===== src/rtl/ebr_ctrl_pkg.sv =====
`default_nettype none
// ============================================================================
// Module : ebr_ctrl_pkg
// Brief  : Shared state encoding and read-latency helper for the EBR port arbiter.
// Rev    : 1.0
// ============================================================================
package ebr_ctrl_pkg;

  typedef enum logic [0:0] {
    ST_INIT = 1'b0,
    ST_RUN  = 1'b1
  } ebr_state_e;

  // GNT-to-VLD distance: the command register plus the EBR read stage,
  // plus the optional EBR output register.
  function automatic int unsigned read_latency(input string mode);
    return (mode == "OUTREG") ? 32'd3 : 32'd2;
  endfunction

endpackage
`default_nettype wire


===== src/rtl/rr_arb2.sv =====
`default_nettype none
// ============================================================================
// Module : rr_arb2
// Brief  : Two-way round-robin arbiter with combinational grants.
// Rev    : 1.0
// ============================================================================
module rr_arb2 (
  input  logic clk,
  input  logic rst_n,
  input  logic en,
  input  logic req0,
  input  logic req1,
  output logic gnt0,
  output logic gnt1
);

  // r_prio = 0 favours requester 0, 1 favours requester 1
  logic r_prio;

  assign gnt0 = en & req0 & (~req1 | ~r_prio);
  assign gnt1 = en & req1 & (~req0 |  r_prio);

  always_ff @(posedge clk or negedge rst_n) begin
    if (!rst_n) begin
      r_prio <= 1'b0;
    end else if (gnt0) begin
      r_prio <= 1'b1;
    end else if (gnt1) begin
      r_prio <= 1'b0;
    end
  end

endmodule
`default_nettype wire


===== src/rtl/ebr_port_arbiter.sv =====
`default_nettype none
// ============================================================================
// Module : ebr_port_arbiter
// Brief  : Shares one EBR port between two requesters, with optional zero-fill.
// Rev    : 1.0
// ============================================================================
module ebr_port_arbiter
  import ebr_ctrl_pkg::*;
#(
  parameter string REGMODE        = "NOREG",
  parameter int    ADDR_W         = 13,
  parameter int    DATA_W         = 9,
  parameter bit    CLEAR_ON_RESET = 1'b1
) (
  input  logic              CLK,
  input  logic              RSTN,
  input  logic              REQ0,
  input  logic              REQ1,
  input  logic              WE0,
  input  logic              WE1,
  input  logic [ADDR_W-1:0] AD0,
  input  logic [ADDR_W-1:0] AD1,
  input  logic [DATA_W-1:0] DI0,
  input  logic [DATA_W-1:0] DI1,
  output logic              GNT0,
  output logic              GNT1,
  output logic              VLD0,
  output logic              VLD1,
  output logic [DATA_W-1:0] RDATA,
  output logic              BUSY,
  output logic              EBR_CE,
  output logic              EBR_OCE,
  output logic              EBR_WE,
  output logic [ADDR_W-1:0] EBR_AD,
  output logic [DATA_W-1:0] EBR_DI,
  input  logic [DATA_W-1:0] EBR_DO
);

  localparam int unsigned       C_LAT         = read_latency(REGMODE);
  localparam logic [ADDR_W-1:0] C_LAST_ADDR   = '1;
  localparam logic [ADDR_W-1:0] C_ADDR_ONE    = {{(ADDR_W-1){1'b0}}, 1'b1};
  localparam ebr_state_e        C_RESET_STATE = CLEAR_ON_RESET ? ST_INIT : ST_RUN;

  ebr_state_e        r_state, w_state_nxt;
  logic [ADDR_W-1:0] r_init_addr, w_init_addr_nxt;

  always_ff @(posedge CLK or negedge RSTN) begin
    if (!RSTN) begin
      r_state     <= C_RESET_STATE;
      r_init_addr <= '0;
    end else begin
      r_state     <= w_state_nxt;
      r_init_addr <= w_init_addr_nxt;
    end
  end

  always_comb begin
    w_state_nxt     = r_state;
    w_init_addr_nxt = r_init_addr;
    case (r_state)
      ST_INIT: begin
        w_init_addr_nxt = r_init_addr + C_ADDR_ONE;
        if (r_init_addr == C_LAST_ADDR) begin
          w_state_nxt = ST_RUN;
        end
      end
      default: ;
    endcase
  end

  // Grants are forced low while reset is asserted, even when reset lands in RUN.
  logic w_arb_en, w_gnt0, w_gnt1;
  assign w_arb_en = (r_state == ST_RUN) & RSTN;

  rr_arb2 u_arb (
    .clk   (CLK),
    .rst_n (RSTN),
    .en    (w_arb_en),
    .req0  (REQ0),
    .req1  (REQ1),
    .gnt0  (w_gnt0),
    .gnt1  (w_gnt1)
  );

  logic              r_ce, r_we;
  logic [ADDR_W-1:0] r_ad;
  logic [DATA_W-1:0] r_di;

  always_ff @(posedge CLK or negedge RSTN) begin
    if (!RSTN) begin
      r_ce <= 1'b0;
      r_we <= 1'b0;
      r_ad <= '0;
      r_di <= '0;
    end else if (r_state == ST_INIT) begin
      r_ce <= 1'b1;
      r_we <= 1'b1;
      r_ad <= r_init_addr;
      r_di <= '0;
    end else if (w_gnt0) begin
      r_ce <= 1'b1;
      r_we <= WE0;
      r_ad <= AD0;
      r_di <= DI0;
    end else if (w_gnt1) begin
      r_ce <= 1'b1;
      r_we <= WE1;
      r_ad <= AD1;
      r_di <= DI1;
    end else begin
      r_ce <= 1'b0;
      r_we <= 1'b0;
    end
  end

  // Requester tags ride alongside each read so returns are steered in issue order.
  logic             w_push_rd, w_push_id;
  logic [C_LAT-1:0] r_tag_vld, r_tag_id;

  assign w_push_rd = (w_gnt0 & ~WE0) | (w_gnt1 & ~WE1);
  assign w_push_id = w_gnt1;

  always_ff @(posedge CLK or negedge RSTN) begin
    if (!RSTN) begin
      r_tag_vld <= '0;
      r_tag_id  <= '0;
    end else begin
      r_tag_vld <= {r_tag_vld[C_LAT-2:0], w_push_rd};
      r_tag_id  <= {r_tag_id[C_LAT-2:0], w_push_id};
    end
  end

  assign GNT0    = w_gnt0;
  assign GNT1    = w_gnt1;
  assign VLD0    = r_tag_vld[C_LAT-1] & ~r_tag_id[C_LAT-1];
  assign VLD1    = r_tag_vld[C_LAT-1] &  r_tag_id[C_LAT-1];
  assign RDATA   = EBR_DO;
  assign BUSY    = (r_state == ST_INIT);
  assign EBR_CE  = r_ce;
  assign EBR_OCE = (C_LAT > 32'd2);
  assign EBR_WE  = r_we;
  assign EBR_AD  = r_ad;
  assign EBR_DI  = r_di;

endmodule
`default_nettype wire


===== config.mk =====
export PLATFORM = sky130hd
export DESIGN_NAME = ebr_port_arbiter
export DESIGN_NICKNAME = d
export VERILOG_FILES = /design/src/rtl/ebr_ctrl_pkg.sv /design/src/rtl/rr_arb2.sv /design/src/rtl/ebr_port_arbiter.sv
export SDC_FILE = /design/constraint.sdc
export NUM_CORES = 1
export LEC_CHECK = 0
export BUFFER_PORTS_ARGS = -buffer_cell sky130_fd_sc_hd__buf_4
export CORE_ASPECT_RATIO = 0.7
export CORE_MARGIN = 3
export CORE_UTILIZATION = 42
export DETAILED_ROUTE_END_ITERATION = 8
export GPL_ROUTABILITY_DRIVEN = 0
export MAX_ROUTING_LAYER = met4
export PLACE_DENSITY = 0.75
export SLEW_MARGIN = 20
export SYNTH_ARGS = -nofsm -noshare
export SYNTH_HDL_FRONTEND = slang
export SYNTH_SLANG_ARGS = --single-unit

===== constraint.sdc =====
create_clock -name CLK -period 1.4 [get_ports CLK]
set_input_delay 0.28 -clock CLK [delete_from_list [all_inputs] [get_ports CLK]]
set_output_delay 0.28 -clock CLK [all_outputs]
set_load 0.02 [all_outputs]

==> flow_summary.toml, run 1 <==
[clock_tree]
htree_levels = 2
clkTransAtPathRegs_ns = 0.08
clock_latency_ns = 0.30
clock_path_buffers = 2
cts_tree = "yes"
ctsRootBufferMaster = "clkbuf_8"
cts_made_buffers = 5
cts_sinks = 43

[cells_and_area]
multiInputGateArea_um2 = 947
seq_area_um2 = 1080
area_growth_pct = 42.9
nets = 350
antenna_cells = 0
drive_gt1_frac = 0.440
fillers = 372
final_util = 0.658
instances_no_fill = 357

[place]
dpl.hpwl_um = 3850
io_buffers = 78
dpl.cell_count = 341

[floorplan]
core_um2 = 4600
die_w_um = 90.9
io_pins = 98
die_h_um = 65.4
initial_core_util = 0.460
placementRows = 20
design.die.area_um2 = 5940

[logic_synthesis]
yosysWarnings = 0
synth.area.top_cells = "dfrtp_1 51%, mux2i_1 10%, buf_4 3.9%, xnor2_1 3.7%, nand3_1 3.5%"
ys_types = 36
yosysTopAreaCell = "dfrtp_1"
netlist_area_um2 = 2120
ys.flop_type = "dfrtp_1"
synth_seq_cells = 43
synth_common_cells = "43 x dfrtp_1, 22 x mux2i_1, 15 x nand3_1, 11 x buf_4, 11 x o21ai_0"
synth_edf_count = 0
yosysTopAreaCellShare = 0.508
netlist_instances = 201
async_flop_share = 1.00
yosysSeqAreaShare = 0.508
synth_area_per_cell_um2 = 10.5
syn_nets = 261
synthMostInstantiatedCell = "dfrtp_1"

[status]
status = "complete, but fails checks"
violations = "negative setup slack"

[critical_path]
worstPathMaxFanout = 4
rr_worst_depth = 3
reg2reg_from = "r_state$_DFF_PN0_"
cp-start-kind = "register"
cp.required_ns = 1.12
startpoint = "r_state$_DFF_PN0_"
cp_data_arrival_time_ns = 1.26
reg2reg_to = "r_init_addr[7]$_DFFE_PN0N_"
rrSetupSlack_ns = 0.04
crit_type = "register to output port"
crit_path_end = "GNT0"
end_kind = "output port"

[sta]
post-route-period-util = 1.10
rsz0062_at_grt = "true"
finClkSkew_ns = 0.00728
fmax_ghz = 0.647
slew_violations = 0
layout_setup_ws_ns = -0.145
setup_viol = 2
hold_viol = 0
finalCriticalPeriod_ns = 1.54

[worst_hold_path]
hold_path_class = "primary input to asynchronous set/reset pin"

[global_routing]
first_global_vias = 1796
antenna_found_initial = 0
grt_pass1_wl_um = 8740
track_usage = 0.188
grt_overflow = 0
grt_max_degree = 30

[flow_run]
cap_violations = 0

[detailed_routing]
ant_nets = 0
avgRoutedWirePerCell_um = 15.1
dr.pass1.iters = 4
routed_wl_um = 5390
remaining_drc_errors = 0
avgViaCountPerCell = 5.24
num_vias = 1871
dr.first_iter.drc_count = 48

[pwr]
peakVddDrop_v = 0.000433
power_density_nw_per_um2 = 740
p_leak_uw = 0.00148
power.total_uw = 2240
worst min path at each step:
| stage | from | to | slack, ns | cells past startpoint |
|---|---|---|---|---|
| detailed placement | RSTN | EBR_AD[6]$_DFFE_PN0P_ | 0.28 | 2 |
| finish | RSTN | EBR_AD[4]$_DFFE_PN0P_ | 0.06 | 2 |
| global route | RSTN | EBR_AD[9]$_DFFE_PN0P_ | 0.08 | 2 |
| floorplan | RSTN | EBR_AD[0]$_DFFE_PN0P_ | -0.02 | 0 |
| CTS | RSTN | EBR_AD[4]$_DFFE_PN0P_ | 0.06 | 2 |
| global placement | RSTN | r_init_addr[2]$_DFFE_PN0N_ | 0.27 | 2 |
what timing repair did:
action	CTS	global route
pin swaps	2	5
endpoints found under the setup margin	3	13
endpoints found under the hold margin	14	0
hold buffers	1	0
gates resized for setup	11	15
setup buffers	2	5
state kept, by name, indices dropped and copies added, names as in the netlist:
name,count
r_init_addr,13
EBR_CE,1
r_tag_vld,2
u_arb.r_prio,1
EBR_DI,9
r_state,1
EBR_AD,13
r_tag_id,2
EBR_WE,1
area by class of cell:
class | count | share of cell area
Clock buffer | 5 | 0.0227
Clock inverter | 3 | 0.00496
Multi-Input combinational cell | 129 | 0.313
Timing Repair Buffer | 103 | 0.264
Sequential cell | 43 | 0.356
Inverter | 8 | 0.0124
Tap cell | 66 | 0.0273
cells by family after synthesis:
family	count (synthesis)	synth area share
compound gates	38	0.111
fa+ha+maj	1	0.00591
simple gates	54	0.135
other cells	1	0.00177
mux	23	0.109
xor+xnor	12	0.0496
buf+inv	29	0.0791
flops	43	0.508
power breakdown:
part / internal (uW) / switching [uW]
sequential: 1240 / 0
combinational: 136 / 101
clock: 341 / 422
total: 1720 / 522
through the flow:
| stage | area [um2] | TNS (ns) | hold slack, ns | setup WS [ns] |
|---|---|---|---|---|
| floorplan | 2120 | 0 | -0.0156 | 0.0208 |
| global placement | 2790 | 0 | 0.272 | 0.0828 |
| detailed placement | 2790 | 0 | 0.278 | 0.0510 |
| CTS | 2940 | -0.358 | 0.0551 | -0.132 |
| global route | 3030 | -0.415 | 0.0807 | -0.187 |
| finish | 3030 | -0.203 | 0.0553 | -0.145 |
routing by layer:
layer | GRT usage | up-vias | routed length [um]
met2 | 0.283 | 70 | 2430
met1 | 0.252 | 910 | 2540
met5 | - | - | 0
met3 | 0.0526 | 7 | 374
li1 | - | 884 | -
met4 | 0.0526 | 0 | 56
critical path: stages (launching register included):
cell and delay [ns]:
dfrtp_1 0.42, buf_6 0.15, and2_4 0.13, and2_4 0.15, buf_6 0.12
layout by cell type, fill, tap and decap left out, types with 2 or more instances in the layout:
cell type,count
buf_4,96
dfrtp_1,41
mux2i_1,22
nand3_1,15
o21ai_0,10
xnor2_1,9
a21oi_1,8
inv_1,7
nor2_1,7
o22ai_1,7
nand2_1,6
buf_6,6
o221ai_1,5
clkbuf_8,5
nand4_1,4
nor4_2,4
nand2b_1,3
xor2_1,3
clkinv_2,3
and2_4,2
nor2b_1,2
o211ai_1,2
a31oi_1,2
dfrtp_2,2
Note: power is estimated with default switching activity, not from simulation.
==> run 2, diff against run 1 <==
Settings changed: PLACE_DENSITY 0.75 to unset, PLACE_DENSITY_LB_ADDON set to 0.2.
==> run 2 against run 1 <==
Effect of this change: the run still ends with negative setup slack left; final cell count increased by 3.6%; power increased by 1.4%; worst setup slack improved by 0.0040 ns; first-iteration DRC count increased by 54%; combinational power increased by 18%; sequential share of layout area decreased by 3.2 points; largest power group unchanged; highest routed layer unchanged.
==> flow_summary.toml, run 2 (synthesized netlist as in run 1, its figures left out) <==
[cells_and_area]
drive_gt1_frac = 0.516
nets = 363
final_common_cell = "buf_4"
area_growth_pct = 56.7
antenna_cells = 0
instances_no_fill = 370
mostFrequentLayoutCells = "104 x buf_4, 42 x dfrtp_1, 19 x mux2i_1, 9 x xnor2_1, 9 x nand3_1"
final_area_um2 = 3320

[clock_tree]
clock_latency_ns = 0.29
ctsRootBufferMaster = "clkbuf_8"
cts_made_buffers = 5
htree_levels = 2
cts_sinks = 43
cts_tree = "yes"
clock_path_buffers = 2
clkTransAtPathRegs_ns = 0.08

[detailed_routing]
num_vias = 1897
dr.pass1.iters = 4
avgRoutedWirePerCell_um = 16.3
ant_nets = 0
avgViaCountPerCell = 5.13
dr.first_iter.drc_count = 74
routed_wl_um = 6030
remaining_drc_errors = 0

[status]
violations = "negative setup slack"
status = "complete, but fails checks"

[sta]
fin_setup_tns_ns = -0.480
setup_viol = 14
finClkSkew_ns = 0.00580
rsz0062_at_grt = "true"
fmax_ghz = 0.649
layout_setup_ws_ns = -0.141
slew_violations = 0
finalCriticalPeriod_ns = 1.54
post-route-period-util = 1.10
hold_viol = 0

[floorplan]
design.die.area_um2 = 5940
die_w_um = 90.9
initial_core_util = 0.460
core_um2 = 4600
placementRows = 20
io_pins = 98
die_h_um = 65.4

[critical_path]
reg2reg_to = "r_init_addr[7]$_DFFE_PN0N_"
cp.required_ns = 1.12
path_depth = 4
worstPathMaxFanout = 3
end_kind = "output port"
reg2reg_from = "r_state$_DFF_PN0_"
cp_num_buf_inv = 2
rr_worst_depth = 4
cp-start-kind = "register"
slowest_stage = "dfrtp_1"
crit_type = "register to output port"
cp_data_arrival_time_ns = 1.26
crit_path_max_incr_delay_ns = 0.42
rrSetupSlack_ns = -0.12
critPathTopFamily = "flip-flops"
crit_path_cell_trace = "buf_6 -> and2_4 -> and2_4 -> buf_6"

[place]
io_buffers = 78
dpl.hpwl_um = 3910
placed_area_um2 = 2820
dpl.cell_count = 344

[worst_hold_path]
hold_path_class = "primary input to asynchronous set/reset pin"

[global_routing]
track_usage = 0.185
first_global_vias = 1791
grt_overflow = 0
grt_max_degree = 26
antenna_found_initial = 0
grt_pass1_wl_um = 8640

[pwr]
power_density_nw_per_um2 = 685
peakVddDrop_v = 0.000568
p_leak_uw = 0.00156

[flow_run]
cap_violations = 0
[run 2: changes by cell type in the layout (fill, tap and decap cells not counted), sizes merged]
cell	change
buf	+12
clkbuf	+3
clkinv	-2
[run 2: final cells by class]
cell class                 instances  area (um2)
sequential                        43        1080
fill                             335        1280
multi-input combinational        129        1100
tap                               66        82.6
clock inverter                     1        5.00
timing repair buffer             116         945
clock buffer                       7        76.3
inverter                           8        32.5
[run 2: worst register-to-register path, cell delays in order (launching register included)]
cell,delay (ns)
dfrtp_1,0.42
buf_4,0.15
and3b_2,0.23
or4b_4,0.47
xnor2_1,0.15
[run 2: worst max-delay path by stage]
| stage | startpoint | end | slack (ns) |
|---|---|---|---|
| 6_report | r_state$_DFF_PN0_ | GNT0 | -0.14 |
| 5_1_grt | r_state$_DFF_PN0_ | GNT0 | -0.18 |
| 4_1_cts | r_state$_DFF_PN0_ | GNT0 | -0.14 |
| 3_5_place_dp | r_state$_DFF_PN0_ | r_init_addr[7]$_DFFE_PN0N_ | 0.009 |
| 3_3_place_gp | r_state$_DFF_PN0_ | r_init_addr[7]$_DFFE_PN0N_ | 0.06 |
| 2_1_floorplan | r_state$_DFF_PN0_ | GNT1 | 0.02 |
[run 2: per-layer routing]
metal  global-route usage  up-vias  wire length, um
li1                     -      921                -
met1                0.249      912             2810
met2                0.273       54             2860
met3               0.0595       10              318
met4               0.0451        0               40
met5                    -        -                0
[run 2: what timing repair did]
action | in CTS | in global routing
gates resized for setup | 10 | 62
gates cloned | 0 | 4
setup endpoints to repair | 3 | 26
hold buffers | 1 | 0
hold endpoints to repair | 4 | 0
setup buffers | 4 | 9
pin swaps | 2 | 7
[run 2: per-stage QoR]
stage / utilization / worst slack [ns] / hold WS [ns] / power [uW]
2_1_floorplan: - / 0.0208 / -0.0156 / 1380
3_3_place_gp: 0.613 / 0.0644 / 0.108 / 1500
3_5_place_dp: 0.613 / 0.00873 / 0.105 / 1500
4_1_cts: 0.648 / -0.136 / 0.00281 / 2250
5_1_grt: 0.721 / -0.181 / 0.0218 / 2380
6_report: 0.721 / -0.141 / 0.0110 / 2270
[run 2: report_power, final]
| part | leakage, uW | switching [uW] | internal, uW |
|---|---|---|---|
| clock | 0.0000422 | 403 | 350 |
| sequential | 0.000565 | 0 | 1240 |
| combinational | 0.000950 | 116 | 162 |
| total | 0.00156 | 519 | 1750 |
